**src/rtl/fetch_unit.sv**
```systemverilog
// -----------------------------------------------------------------------------
// fetch_unit
//
// Instruction-fetch front end with stall, redirect/flush and a small decoupling
// buffer. The PC register addresses a combinational instruction memory; each
// accepted fetch queues a {pc, instr} pair. Decode drains the queue with a
// valid/ready handshake. A redirect from later pipeline stages flushes the
// queue and restarts fetch at a word-aligned target.
//
// Ports:
//   clk            clock, all state updates on the rising edge
//   rst            asynchronous active-low reset
//   imem_addr_o    fetch address (the PC register)
//   imem_rdata_i   instruction word for imem_addr_o
//   imem_valid_i   imem_rdata_i is usable this cycle
//   redirect_i     flush the buffer and load redirect_pc_i
//   redirect_pc_i  redirect target (low two bits ignored)
//   valid_o        buffer head holds an entry
//   ready_i        decode accepts the head entry
//   pc_o           PC of the head entry (zero while empty)
//   instr_o        instruction of the head entry (zero while empty)
//   count_o        buffer occupancy
// -----------------------------------------------------------------------------
module fetch_unit #(
    parameter int unsigned     XLEN       = 32,
    parameter logic [XLEN-1:0] RESET_PC   = XLEN'(32'h0000_0000),
    parameter int unsigned     FIFO_DEPTH = 4
) (
    input  logic                          clk,
    input  logic                          rst,
    output logic [XLEN-1:0]               imem_addr_o,
    input  logic [XLEN-1:0]               imem_rdata_i,
    input  logic                          imem_valid_i,
    input  logic                          redirect_i,
    input  logic [XLEN-1:0]               redirect_pc_i,
    output logic                          valid_o,
    input  logic                          ready_i,
    output logic [XLEN-1:0]               pc_o,
    output logic [XLEN-1:0]               instr_o,
    output logic [$clog2(FIFO_DEPTH):0]   count_o
);

    localparam int unsigned PTR_W = $clog2(FIFO_DEPTH);
    localparam int unsigned CNT_W = PTR_W + 1;

    logic [XLEN-1:0]  pc_r;
    logic [PTR_W-1:0] rd_ptr_r;
    logic [PTR_W-1:0] wr_ptr_r;
    logic [CNT_W-1:0] count_r;
    logic [XLEN-1:0]  pc_mem_r    [FIFO_DEPTH];
    logic [XLEN-1:0]  instr_mem_r [FIFO_DEPTH];

    logic             push_s;
    logic             pop_s;
    logic             not_empty_s;
    logic [CNT_W-1:0] count_next_s;

    assign not_empty_s = (count_r != CNT_W'(0));

    // Handshake qualification: a redirect suppresses both push and pop; a full
    // buffer refuses a push even when a pop frees a slot in the same cycle.
    always_comb begin
        push_s = 1'b0;
        pop_s  = 1'b0;
        if (redirect_i) begin
            push_s = 1'b0;
            pop_s  = 1'b0;
        end else begin
            push_s = imem_valid_i && (count_r < CNT_W'(FIFO_DEPTH));
            pop_s  = not_empty_s && ready_i;
        end
    end

    // Occupancy update for the non-redirect case.
    always_comb begin
        count_next_s = count_r;
        case ({push_s, pop_s})
            2'b10:   count_next_s = count_r + CNT_W'(1);
            2'b01:   count_next_s = count_r - CNT_W'(1);
            default: count_next_s = count_r;
        endcase
    end

    // PC, pointers and occupancy; redirect takes priority over push/pop.
    always_ff @(posedge clk or negedge rst) begin
        if (!rst) begin
            pc_r     <= RESET_PC;
            rd_ptr_r <= PTR_W'(0);
            wr_ptr_r <= PTR_W'(0);
            count_r  <= CNT_W'(0);
        end else if (redirect_i) begin
            pc_r     <= {redirect_pc_i[XLEN-1:2], 2'b00};
            rd_ptr_r <= PTR_W'(0);
            wr_ptr_r <= PTR_W'(0);
            count_r  <= CNT_W'(0);
        end else begin
            if (push_s) begin
                pc_r     <= pc_r + XLEN'(4);
                wr_ptr_r <= wr_ptr_r + PTR_W'(1);
            end
            if (pop_s) begin
                rd_ptr_r <= rd_ptr_r + PTR_W'(1);
            end
            count_r <= count_next_s;
        end
    end

    // Buffer storage; contents are qualified by count, so no reset is needed.
    always_ff @(posedge clk) begin
        if (push_s) begin
            pc_mem_r[wr_ptr_r]    <= pc_r;
            instr_mem_r[wr_ptr_r] <= imem_rdata_i;
        end
    end

    // Head read, forced to zero while empty so reset presents clean outputs.
    always_comb begin
        pc_o    = XLEN'(0);
        instr_o = XLEN'(0);
        if (not_empty_s) begin
            pc_o    = pc_mem_r[rd_ptr_r];
            instr_o = instr_mem_r[rd_ptr_r];
        end else begin
            pc_o    = XLEN'(0);
            instr_o = XLEN'(0);
        end
    end

    assign imem_addr_o = pc_r;
    assign valid_o     = not_empty_s;
    assign count_o     = count_r;

endmodule
```
**config.mk**
```make
export PLATFORM = sky130hd
export DESIGN_NAME = fetch_unit
export DESIGN_NICKNAME = d
export VERILOG_FILES = /design/src/rtl/fetch_unit.sv
export SDC_FILE = /design/constraint.sdc
export NUM_CORES = 1
export LEC_CHECK = 0
export ABC_AREA = 0
export ABC_CLOCK_PERIOD_IN_PS = 7180
export CAP_MARGIN = 20
export CORE_MARGIN = 10
export CORE_UTILIZATION = 40
export CTS_CLUSTER_DIAMETER = 200
export DETAILED_ROUTE_END_ITERATION = 10
export PLACE_DENSITY = 0.73
export SYNTH_ARGS = -nofsm -noshare
export SYNTH_HDL_FRONTEND = slang
export SYNTH_SLANG_ARGS = --single-unit
```
**constraint.sdc**
```tcl
create_clock -name clk -period 7.18 [get_ports clk]
set_input_delay 1.436 -clock clk [delete_from_list [all_inputs] [get_ports clk]]
set_output_delay 1.436 -clock clk [all_outputs]
set_load 0.03 [all_outputs]
```
Word-level counts from Yosys, hierarchy flattened
Memory sizes are Yosys's and may differ from the RTL's.
Index checks and enable logic that the tools add are counted.
{"block": "op_classes", "n_reduce_logical": 6, "multipliers": 0, "magnitude_cmp": 1, "n_eq_ne": 2, "shift": 0, "n_div": 0, "bitwise": 0, "n_addsub": 5, "mux": 14}
{"operator": "32-bit 2-to-1 mux", "count": 4}
{"operator": "32-bit by 3-bit adder with 32-bit output, second input constant", "count": 1}
{"operator": "2-bit 2-to-1 mux", "count": 4}
{"operator": "3-bit case mux with 2 select lines", "count": 1}
{"operator": "3-bit nonzero test", "count": 2}
{"operator": "2-bit by 1-bit adder with 2-bit output, second input constant", "count": 2}
{"operator": "1-bit 2-to-1 mux", "count": 4}
{"operator": "2-bit nonzero test", "count": 2}
{"operator": "3-bit by 1-bit adder with 3-bit output, second input constant", "count": 1}
{"operator": "3-bit < comparator, second input constant", "count": 1}
{"operator": "3-bit 2-to-1 mux", "count": 1}
{"operator": "3-bit by 1-bit subtractor with 3-bit output, second input constant", "count": 1}
{"operator": "2-bit by 1-bit == test with 1-bit output, second input constant", "count": 1}
{"operator": "2-bit == test, second input constant", "count": 1}
{"operator": "1-bit logical AND", "count": 2}
{"block": "word_totals", "latchBits": 0, "inputBits": 69, "n_memories": 2, "rom_bits": 0, "elab_cells": 34, "reg_bits": 39, "mem_bits_rw": 256, "output_inout_bits": 100}
{"name": "instr_mem_r", "depth": 4, "word_bits": 32, "rd": 1, "rd_ports_with_merged_regs": 0, "write_ports": 1, "line_no": "51", "rtl": "logic [XLEN-1:0] instr_mem_r [FIFO_DEPTH];"}
{"name": "pc_mem_r", "depth": 4, "word_bits": 32, "rd": 1, "rd_ports_with_merged_regs": 0, "write_ports": 1, "line_no": "50", "rtl": "logic [XLEN-1:0] pc_mem_r [FIFO_DEPTH];"}

Longest topological paths before layout
{"block": "depth", "depth_word": 6, "mapped_depth": 8, "mapped_depth_nobuf": 6}

Worst setup path after synthesis
OpenSTA, ideal clock, no wires.
{"block": "synth_path", "kind": "input-to-reg", "start": "input imem_valid_i", "end": "memory instr_mem_r[0][0] (enable)", "t_required_ps": 6753, "path_buffers": 1, "setup_ps": 427, "arrival_ps": 3488, "slack_ps": 3265, "path_stages": 3, "cell_sequence": "nor2b_1 > buf_1 > and3_1"}
{"block": "synth_via", "elab_chain_len": 4}
{"item": "from (decl)", "line_no": "33", "rtl": "input logic imem_valid_i,"}
{"item": "1-bit logical AND", "line_no": "69", "rtl": "push_s = imem_valid_i && (count_r < CNT_W'(FIFO_DEPTH));"}
{"item": "1-bit 2-to-1 mux", "line_no": "65", "rtl": "if (redirect_i) begin"}
{"item": "1-bit 2-to-1 mux", "line_no": "110", "rtl": "if (push_s) begin"}
{"item": "1-bit 2-to-1 mux (not written as such)", "line_no": "112", "rtl": "instr_mem_r[wr_ptr_r] <= imem_rdata_i;"}
{"item": "to (decl)", "line_no": "51"}
No other way between the ends.

Final worst setup path
{"block": "layout_path", "start": "register rd_ptr_r[0]", "end": "output pc_o[2]"}
{"block": "layout_via", "elab_chain_len": 2}
{"item": "from (decl)", "line_no": "47", "rtl": "logic [PTR_W-1:0] rd_ptr_r;"}
{"item": "from (signal assigned)", "line_no": "102", "rtl": "rd_ptr_r <= rd_ptr_r + PTR_W'(1);"}
{"item": "memory read 4 x 32 bit"}
{"item": "32-bit 2-to-1 mux", "line_no": "120", "rtl": "if (not_empty_s) begin"}
{"item": "to (decl)", "line_no": "38", "rtl": "output logic [XLEN-1:0] pc_o,"}
No other way between the ends.

==> out/metrics.yaml <==
synthesis:
  synthDominantAreaCellType: "edfxtp_1"
  post_synth_instance_area_um2: 11600
  ys_top_cells_by_area: "edfxtp_1 (64%), mux4_2 (12%), dfrtp_1 (8.0%), and2_1 (3.5%), nor2_1 (0.84%)"
  synthAdderAreaFrac_pct: 0.712
  synthSimpleGateAreaFrac_pct: 9.20
  synth_ff_type: "edfxtp_1"
  ys_seq_area_share_pct: 72.2
  synthesis.area_per_instance_um2: 17.8
  synth.top_cell.area_share_pct: 64.2
  post_synth_num_cell_types: 46
  post_synth_edffs: 248
  main_combinational_cell_family_by_area_after_synthesis: "multiplexers"
  postSynthRegisterBits: 285
  ys.warnings.count: 0
  synth_area_in_xor_xnor_pct: 1.13
  synth_compound_gate_area_share_pct: 2.73
  synth.mux.area_fraction_pct: 12.2
  synthArstFlopShare_pct: 13.0
  syn-instance-count: 653
routing:
  drt_pre_antenna_iters: 4
  drt-wirelength-per-cell_um: 21.1
  detailedRoute.firstIterationViolations: 387
  routed-via-count: 6375
  final_antenna_net_count: 0
  drt-vias-per-instance: 5.22
  postRouteWirelength_um: 25800
  drt_drc_violations_left: 0
worst_setup_path:
  arrival_ps: 3480
  critical_path_required_ps: 5740
  largest_stage_delay_worst_path_ps: 1070
  critical_path_cell_with_the_highest_stage_delay: "dfrtp_4"
  timing_worst_setup_path_type: "flop to output pin"
  timing.critical_path.fanout_max: 46
  timing.critical_path.from_type: "flop"
  critical_path.endpoint_type: "output pin"
  critical_path.cell_chain: "buf_4 > mux4_2 > and2_1 > clkdlybuf4s50_1"
floorplan:
  fp.coreArea_um2: 28600
  die_height_um: 190
  design.portCount: 169
  die_w_um: 190
  fp.dieArea_um2: 36200
  fp-row-count: 62
  starting_utilization_of_the_core_area_pct: 40.5
sta:
  timing_max_transition_violations_final: 0
  worst_clock_skew_ps: 5.90
  worst_slew_slack_as_a_fraction_of_its_limit_pct: 29.9
  report.final.setup_viol: 0
  timing.final.hold_violations: 0
  rsz0062_at_grt: "no"
  clock.fmax_ghz: 0.204
  max_slew.worst_pin.slew_ps: 1050
  tns_setup_ps: 0
  final_min_period_over_clock_period_pct: 68.4
  setup_slack_ps: 2270
  final.min_clock_period_ps: 4910
global_routing:
  grt_antenna_before_repair: 0
  grt-ovfl-total: 0
  grt_start_max_net_pins: 65
  first_global_vias: 6840
  global_route_wire_length_before_repair_um: 40200
  grt_util_all_layers_pct: 14.3
clock_tree:
  cts_max_path_buffers: 3
  worst_skew_pair.late_latency_ps: 550
  cts_made_buffers: 30
  clock_sink_count: 285
  post_cts_resize_count: 0
  cts_root_buf: "clkbuf_16"
  clock_slew_at_reported_path_ffs_ps: 60
  postCtsHoldBufs: 0
  tritoncts: "built"
  post_cts_repair_timing_setup_buffer_count: 0
  htreeDepth: 1
status:
  status: "finished clean"
run:
  maxCapViolations: 0
pwr:
  ir_drop_v: 0.000185
  leakagePower_nw: 4.71
  power_density_nw_per_um2: 362
worst_hold_path:
  hold_class: "flop to flop"
final_layout:
  layout-area-overhead-vs-synth_pct: 25.7
  drive_above_1_share_pct: 15.3
  antennaDiodeCount: 0
  final_net_count: 889
  n_fill_cell: 2297
placement:
  place_congestion: 0.777
  port_buffers: 162
  detailed_place_hpwl_um: 15400
  pre_cts_worst_setup_slack_ps: 2680
-- placed cells by master, fill, tap and decap left out, types with 3 or more instances in the layout --
cell,instances
clkinv_2,6
edfxtp_1,248
or4_1,13
clkbuf_16,31
o21ai_0,15
ha_1,5
conb_1,4
xnor2_1,8
clkinvlp_4,4
xor2_1,7
dfrtp_1,35
and4_1,3
nand3_1,15
nand4_1,8
bufinv_16,3
and2_1,65
clkbuf_1,7
nand2_1,25
nand4b_1,3
a31oi_1,15
nor2_1,26
mux4_2,62
inv_1,6
o31ai_1,13
buf_4,4
and3_4,4
nor4_1,6
clkdlybuf4s50_1,161
-- cell type report --
| type | count | area (um^2) | share of cell area [%] |
|---|---|---|---|
| Tap cell | 384 | 480 | 3.30 |
| Inverter | 7 | 26.3 | 0.180 |
| Sequential cell | 285 | 8380 | 57.5 |
| Clock buffer | 38 | 802 | 5.50 |
| Timing Repair Buffer | 166 | 1650 | 11.3 |
| Multi-Input combinational cell | 324 | 3050 | 20.9 |
| Clock inverter | 18 | 184 | 1.26 |
-- metrics by stage --
stage          total power [mW]  instances  area, um^2  hold slack (ps)  utilization, %
3_3_place_gp               3.82       1166       13600              598            47.5
5_1_grt                    5.53       1222       14600              666            50.9
2_1_floorplan              3.13        656       11600              562               -
4_1_cts                    5.36       1222       14600              626            50.9
6_report                   5.28       1222       14600              634            50.9
3_5_place_dp               3.83       1166       13600              613            47.5
-- metal layers --
layer | share of wire (%) | up-vias | GRT usage [%]
li1 | - | 2903 | -
met1 | 44 | 3262 | 19.2
met2 | 48 | 172 | 23.0
met3 | 6.5 | 38 | 3.44
met4 | 1.5 | 0 | 3.24
met5 | 0 | - | 0
-- cells in the mapped netlist (2+ instances only) --
cell type / count
clkbuf_1: 25
o21ai_0: 15
xor2_1: 7
mux4_2: 62
dfrtp_1: 37
nor2_1: 26
nand4_1: 8
nand4b_1: 3
o31ai_1: 13
o211ai_1: 2
or4_1: 13
and2_1: 65
buf_4: 4
inv_1: 6
edfxtp_1: 248
xnor2_1: 8
nand3_1: 15
nor3_1: 2
buf_2: 9
nor4_1: 6
nand2_1: 25
and3_1: 5
or4_4: 2
a21oi_1: 2
and4_1: 3
a31oi_1: 15
or3_1: 3
mux2i_1: 2
ha_1: 5
-- critical path, delay by kind of cell, from the launching register on --
family | cells | cell delay, ps
flops | 1 | 1070
simple gates | 1 | 190
buf+inv | 2 | 1120
mux | 1 | 540
-- registers in the layout, indices dropped and copies added (netlist names) --
signal,count
wr_ptr_r,2
count_o,3
pc_mem_r,120
instr_mem_r,128
imem_addr_o,30
rd_ptr_r,2
-- kinds of logic after synthesis --
group           count (synthesis)
flops                         285
simple gates                  185
mux                            64
compound gates                 50
buf+inv                        47
xor+xnor                       15
fa+ha+maj                       6
other cells                     1
-- power breakdown --
group	internal, mW	total [mW]	switching [mW]
Clock	0.901	1.53	0.626
Combinational	0.762	1.65	0.884
Sequential	1.93	2.11	0.174
Total	3.60	5.28	1.68
-- final timing paths --
path | startpoint | to | slack [ps] | depth (start not counted)
max | rd_ptr_r[0]$_DFFE_PN0P_ | pc_o[2] | 2270 | 4
min in group asynchronous | rst | imem_addr_o[2]$_DFFE_PN0N_ | 1020 | 1
min reg2reg | wr_ptr_r[0]$_DFFE_PN0N_ | wr_ptr_r[0]$_DFFE_PN0N_ | 630 | 2
min | wr_ptr_r[0]$_DFFE_PN0N_ | wr_ptr_r[0]$_DFFE_PN0N_ | 630 | 2
max reg2reg | count_o[2]$_DFFE_PN0P_ | instr_mem_r[2][16]$_DFFE_PP_ | 4310 | 3
max in group asynchronous | rst | rd_ptr_r[1]$_DFFE_PN0P_ | 5500 | 1
Power figures use the tool's default switching activity.
